$ cat src/rtl/hood_pkg.sv
// Shared encodings and default durations for the range-hood mode controller.
// Optional build macro HOOD_CLEAN_ABORT_EN is consumed by hood_mode_fsm.
package hood_pkg;

  typedef enum logic [2:0] {
    MODE_STANDBY   = 3'b000,
    MODE_L1        = 3'b001,
    MODE_L2        = 3'b010,
    MODE_HURRICANE = 3'b011,
    MODE_COOLDOWN  = 3'b100,
    MODE_CLEAN     = 3'b101
  } mode_t;

  typedef enum logic [2:0] {
    REQ_NONE,
    REQ_L1,
    REQ_L2,
    REQ_L3,
    REQ_CLEAN,
    REQ_STBY
  } req_t;

  localparam int HURRICANE_SEC_DEF = 60;
  localparam int COOLDOWN_SEC_DEF  = 60;
  localparam int CLEAN_SEC_DEF     = 180;
  localparam int CNT_W_DEF         = 8;

  // Only the highest-priority request survives; legality is judged later.
  function automatic req_t arbitrate(
    input logic s,
    input logic c,
    input logic l3,
    input logic l2,
    input logic l1
  );
    req_t r;
    r = REQ_NONE;
    if (s)       r = REQ_STBY;
    else if (c)  r = REQ_CLEAN;
    else if (l3) r = REQ_L3;
    else if (l2) r = REQ_L2;
    else if (l1) r = REQ_L1;
    return r;
  endfunction

endpackage

$ cat src/rtl/hood_sec_countdown.sv
// Loadable seconds down-counter; saturates at zero.
// Priority: clr over load over dec; expire flags the final decrement.
module hood_sec_countdown #(
  parameter int CNT_W = 8
) (
  input  logic             clk_1hz,
  input  logic             rst,
  input  logic             load,
  input  logic [CNT_W-1:0] load_val,
  input  logic             dec,
  input  logic             clr,
  output logic [CNT_W-1:0] remain,
  output logic             expire
);

  assign expire = dec && (remain == CNT_W'(1));

  always_ff @(posedge clk_1hz or negedge rst) begin
    if (!rst) begin
      remain <= '0;
    end else if (clr) begin
      remain <= '0;
    end else if (load) begin
      remain <= load_val;
    end else if (dec && remain != '0) begin
      remain <= remain - CNT_W'(1);
    end
  end

endmodule

$ cat src/rtl/hood_mode_fsm.sv
// Range-hood operating-mode controller (1 Hz domain).
// Define HOOD_CLEAN_ABORT_EN to let standby_req abort self-clean.
module hood_mode_fsm
  import hood_pkg::*;
#(
  parameter int HURRICANE_SEC = HURRICANE_SEC_DEF,
  parameter int COOLDOWN_SEC  = COOLDOWN_SEC_DEF,
  parameter int CLEAN_SEC     = CLEAN_SEC_DEF,
  parameter int CNT_W         = CNT_W_DEF
) (
  input  logic             clk_1hz,
  input  logic             rst,
  input  logic             power_on,
  input  logic             lvl1_req,
  input  logic             lvl2_req,
  input  logic             lvl3_req,
  input  logic             standby_req,
  input  logic             clean_req,
  output logic [2:0]       mode_state,
  output logic [CNT_W-1:0] remain_sec,
  output logic             hurricane_used,
  output logic             clean_done
);

  mode_t            state;
  mode_t            next;
  req_t             req;
  logic             load;
  logic [CNT_W-1:0] load_val;
  logic             dec;
  logic             clr;
  logic             expire;
  logic             set_used;
  logic             done_nxt;

  assign req = arbitrate(standby_req, clean_req,
                         lvl3_req, lvl2_req, lvl1_req);

  assign dec = power_on &&
               (state == MODE_HURRICANE ||
                state == MODE_COOLDOWN  ||
                state == MODE_CLEAN);

  hood_sec_countdown #(
    .CNT_W(CNT_W)
  ) u_cnt (
    .clk_1hz  (clk_1hz),
    .rst      (rst),
    .load     (load),
    .load_val (load_val),
    .dec      (dec),
    .clr      (clr),
    .remain   (remain_sec),
    .expire   (expire)
  );

  always_comb begin
    next     = state;
    load     = 1'b0;
    load_val = '0;
    clr      = 1'b0;
    set_used = 1'b0;
    done_nxt = 1'b0;
    if (!power_on) begin
      next = MODE_STANDBY;
      clr  = 1'b1;
    end else begin
      unique case (state)
        MODE_STANDBY, MODE_L1, MODE_L2: begin
          case (req)
            REQ_STBY: next = MODE_STANDBY;
            REQ_CLEAN: begin
              if (state == MODE_STANDBY) begin
                next     = MODE_CLEAN;
                load     = 1'b1;
                load_val = CNT_W'(CLEAN_SEC);
              end
            end
            REQ_L3: begin
              if (!hurricane_used) begin
                next     = MODE_HURRICANE;
                load     = 1'b1;
                load_val = CNT_W'(HURRICANE_SEC);
                set_used = 1'b1;
              end
            end
            REQ_L2:  next = MODE_L2;
            REQ_L1:  next = MODE_L1;
            default: next = state;
          endcase
        end
        MODE_HURRICANE: begin
          // A user standby wins over a same-cycle auto-drop.
          if (req == REQ_STBY) begin
            next     = MODE_COOLDOWN;
            load     = 1'b1;
            load_val = CNT_W'(COOLDOWN_SEC);
          end else if (expire) begin
            next = MODE_L2;
            clr  = 1'b1;
          end
        end
        MODE_COOLDOWN: begin
          if (expire) begin
            next = MODE_STANDBY;
            clr  = 1'b1;
          end
        end
        MODE_CLEAN: begin
`ifdef HOOD_CLEAN_ABORT_EN
          if (req == REQ_STBY) begin
            next = MODE_STANDBY;
            clr  = 1'b1;
          end else if (expire) begin
            next     = MODE_STANDBY;
            clr      = 1'b1;
            done_nxt = 1'b1;
          end
`else
          if (expire) begin
            next     = MODE_STANDBY;
            clr      = 1'b1;
            done_nxt = 1'b1;
          end
`endif
        end
        default: begin
          next = MODE_STANDBY;
          clr  = 1'b1;
        end
      endcase
    end
  end

  always_ff @(posedge clk_1hz or negedge rst) begin
    if (!rst) begin
      state          <= MODE_STANDBY;
      hurricane_used <= 1'b0;
      clean_done     <= 1'b0;
    end else begin
      state      <= next;
      clean_done <= done_nxt;
      if (!power_on)     hurricane_used <= 1'b0;
      else if (set_used) hurricane_used <= 1'b1;
    end
  end

  assign mode_state = state;

endmodule

$ cat config.mk
export PLATFORM = sky130hd
export DESIGN_NAME = hood_mode_fsm
export DESIGN_NICKNAME = d
export VERILOG_FILES = /design/src/rtl/hood_pkg.sv /design/src/rtl/hood_sec_countdown.sv /design/src/rtl/hood_mode_fsm.sv
export SDC_FILE = /design/constraint.sdc
export NUM_CORES = 1
export LEC_CHECK = 0
export BUFFER_PORTS_ARGS = -buffer_cell sky130_fd_sc_hd__clkbuf_2
export CAP_MARGIN = 20
export CORE_AREA = 3 3 43 64
export DETAILED_ROUTE_END_ITERATION = 8
export DIE_AREA = 0 0 46 67
export GPL_TIMING_DRIVEN = 0
export PLACE_DENSITY = 0.69
export SYNTH_ARGS = -nofsm -noshare
export SYNTH_HDL_FRONTEND = slang
export SYNTH_SLANG_ARGS = --single-unit
$ cat constraint.sdc
create_clock -name clk_1hz -period 1.9 [get_ports clk_1hz]
set_input_delay 0.095 -clock clk_1hz [delete_from_list [all_inputs] [get_ports clk_1hz]]
set_output_delay 0.095 -clock clk_1hz [all_outputs]
set_load 0.05 [all_outputs]
==> impl_metrics.yaml <==
pwr:
  irDropWorstVdd_mv: 0.4788
  combPwrFrac_pct: 45.7
  p_int_mw: 0.5502
  p_seq_share_pct: 35.4
  power.density_nw_per_um2: 732.6
  p_sw_mw: 0.4287
  p_sw_share_pct: 43.79
  clockPowerShare_pct: 18.9
  power_leakage_nw: 0.5726
worst_setup_path:
  crit_arrival_ns: 2.13
  crit_path_start_kind: "flop"
  path_class: "reg -> reg"
  slowest_delay_ns: 0.52
  rr_startpoint: "mode_state[1]"
  r2r_cells: 5
  crit_path_top_delay_cell: "or4b_4"
  timing.rr.end: "u_cnt.remain[2]"
  worstSetupEndpointType: "flop"
  reg2reg_slack_ns: -0.03
  critical_path.max_fanout: 6
  cp_data_required_time_ns: 2.10
  startpoint: "mode_state[1]"
  crit_chain: "a211o_4 > or4b_4 > o221ai_4 > o21ai_2 > a221oi_2"
floorplanning:
  dieHeight_um: 67
  dieArea_sq_um: 3082
  start_util_pct: 43.96
  rows: 21
  dieWidth_um: 46
  io_pins: 21
  core-area_sq_um: 2260
synthesis:
  synth_compound_area_share_pct: 28.72
  synth_top_area_cell: "dfrtp_1"
  seq_area_frac_synth_pct: 32.75
  synth-xor-area-share_pct: 1.763
  synth_edf_count: 0
  yosys.area_share.simple_pct: 26.57
  ys_ff_latch: 13
  async_flop_share_pct: 100.0
  synth_warnings: 0
  synthMuxAreaShare_pct: 1.008
  synth.net_count: 114
  syn-cell-area_sq_um: 993.5
  synth_area_leaders: "dfrtp_1 33%, a221oi_2 6.0%, nor2_1 4.2%"
  synth_top_cell_area_share_pct: 32.75
  synthAdderAreaFrac_pct: 3.778
  synth_top_flop_cell: "dfrtp_1"
  ys_types: 41
  syn_area_per_cell_sq_um: 9.645
  synth_top_family_by_area: "compound AO/OA/AOI/OAI gates"
  postSynthCellCount: 103
clock_tree:
  cts.sinks: 13
  root_buffer: "clkbuf_4"
  clock_latency_ns: 0.29
  cts_buffer_depth: 2
  clk_pin_slew_ns: 0.09
  cts_buffers: 3
  tritoncts: "built"
  h-tree-depth: 1
sta:
  setup_viol: 3
  finalSetupTns_ns: -0.07564
  rsz0062_at_grt: "yes"
  slew_headroom_pct: 67.13
  skew_ns: 0.003449
  worstMarginPinSlew_ns: 0.4931
  period_share_pct: 101.7
  period_needed_ns: 1.932
  drv_slew: 0
  postLayoutSetupSlackWorst_ns: -0.03182
  fmax_mhz: 517.6
  finalHoldViolCount: 0
  hold_ws_ns: 0.2113
worst_hold_path:
  hold_path.startpoint: "power_on"
  min_to: "clean_done"
  worstHoldPathType: "in -> reg"
  holdPathStages: 4
grt:
  grt_use_met2_pct: 33.10
  use_met1_pct: 20.70
  grt_use_met3_pct: 1.892
  antenna_found_initial: 0
  grt_first_pass_wirelength_um: 4174
  track_usage_pct: 18.24
  grt_pass1_vias: 920
  busiest_layer: "met2"
  grt_start_max_net_pins: 14
  grt_overflow: 0
placed_design:
  dpl.hpwl_um: 1831
  place.gp.congestion: 0.7925
  dp_cells: 146
  dp_worst_setup_slack_ns: -0.1550
  portBuffers: 20
detailed_routing:
  vias: 955
  initialDrtViolationCount: 28
  drcViolationCount: 0
  antenna_left: 0
  drt_pass1_iterations: 4
  routedWlPerCell_um: 16.53
  drt-total-wl_um: 2678
  vias_per_cell: 5.895
flow_run:
  maxCapViolCount: 0
status:
  failed_checks: "setup timing"
  status: "finished, violations left"
final_layout:
  nets: 151
  finalCoreUtilization_pct: 59.14
  drive_above_1_share_pct: 48.20
  antenna_cells: 0
  fin_cells: 162
  area_delta_synth_final_pct: 34.51
[state kept, by name, indices dropped and copies added (netlist names)]
name and cells:
u_cnt.remain 8, hurricane_used 1, mode_state 3, clean_done 1
[cells by family (layout without fill, tap and decap cells)]
logic type / after synthesis / count (layout)
muxes: 1 / 1
xor gates and xnor gates: 2 / 2
AOI/OAI and AO/OA: 29 / 29
buffers and inverters: 10 / 46
and+or+nand+nor: 45 / 45
adders and majority gates: 3 / 3
DFF: 13 / 13
[worst max-delay path, delay by kind of cell (launching register included)]
| family | cells | cell delay (ns) |
|---|---|---|
| compound gates | 4 | 0.87 |
| flops | 1 | 0.46 |
| simple gates | 1 | 0.52 |
[power groups by stage]
stage	sequential (mW)	clock, mW	combinational [mW]
2_1_floorplan	0.417	0	0.225
3_3_place_gp	0.335	0	0.388
3_5_place_dp	0.337	0	0.397
4_1_cts	0.343	0.186	0.414
5_1_grt	0.351	0.198	0.485
6_report	0.347	0.185	0.448
[cell usage in the layout, fill, tap and decap left out, types with 2 or more instances in the layout]
cell,n
nand2_1,7
a221oi_2,4
xnor2_1,2
o21a_1,2
inv_1,5
ha_1,3
and3_1,3
clkbuf_2,21
clkbuf_4,3
a21oi_1,2
nor3_1,3
dfrtp_1,8
and2_1,3
a32o_1,2
nor2_1,10
o21ai_2,3
buf_4,13
a211oi_1,2
a31oi_1,2
dfrtp_2,5
nor4b_4,2
o21ai_1,3
[routing by layer]
layer  routed length [um]  up-vias
li1                     -      468
met2                 1511       19
met3                   92        4
met4                   26        0
met5                    0        -
met1                 1048      464
[worst max path at each step]
stage / slack (ns) / endpoint / depth (start not counted)
final: -0.03 / u_cnt.remain[2] / 5
after global routing: -0.1 / u_cnt.remain[4] / 5
after CTS: -0.03 / u_cnt.remain[4] / 5
after detailed placement: -0.15 / u_cnt.remain[2] / 6
after global placement: -0.15 / u_cnt.remain[3] / 6
after floorplan: -0.20 / u_cnt.remain[3] / 6
[Yosys cell counts (3+ instances only)]
library cell,count
dfrtp_1,13
nor2_1,11
nand2_1,7
inv_1,6
a221oi_2,4
and2_1,4
nor3_1,4
o21ai_1,4
a21oi_1,3
and3_1,3
ha_1,3
[cell type report]
cell class	count	area, sq um
plain buffers	1	3.754
clock buffers	3	22.52
clock inverters	1	5.005
fillers	201	923.4
inverters	6	22.52
multi-input cells	80	709.4
flip-flops and latches	13	331.6
well taps	23	28.78
repair buffers	35	212.7
[through the flow]
step | total power [mW] | area [sq um]
final | 0.9790 | 1336
after CTS | 0.9423 | 1237
after global placement | 0.7229 | 1146
after global routing | 1.035 | 1336
after floorplan | 0.6420 | 1017
after detailed placement | 0.7342 | 1146
[timing repair]
item / CTS / global route
gates resized for setup: 6 / 8
pin swaps: 8 / 6
setup endpoints to repair: 9 / 10
setup buffers: 7 / 7
hold buffers: 1 / 0
endpoints found under the hold margin: 13 / 0
(Power assumes the default switching activity.)
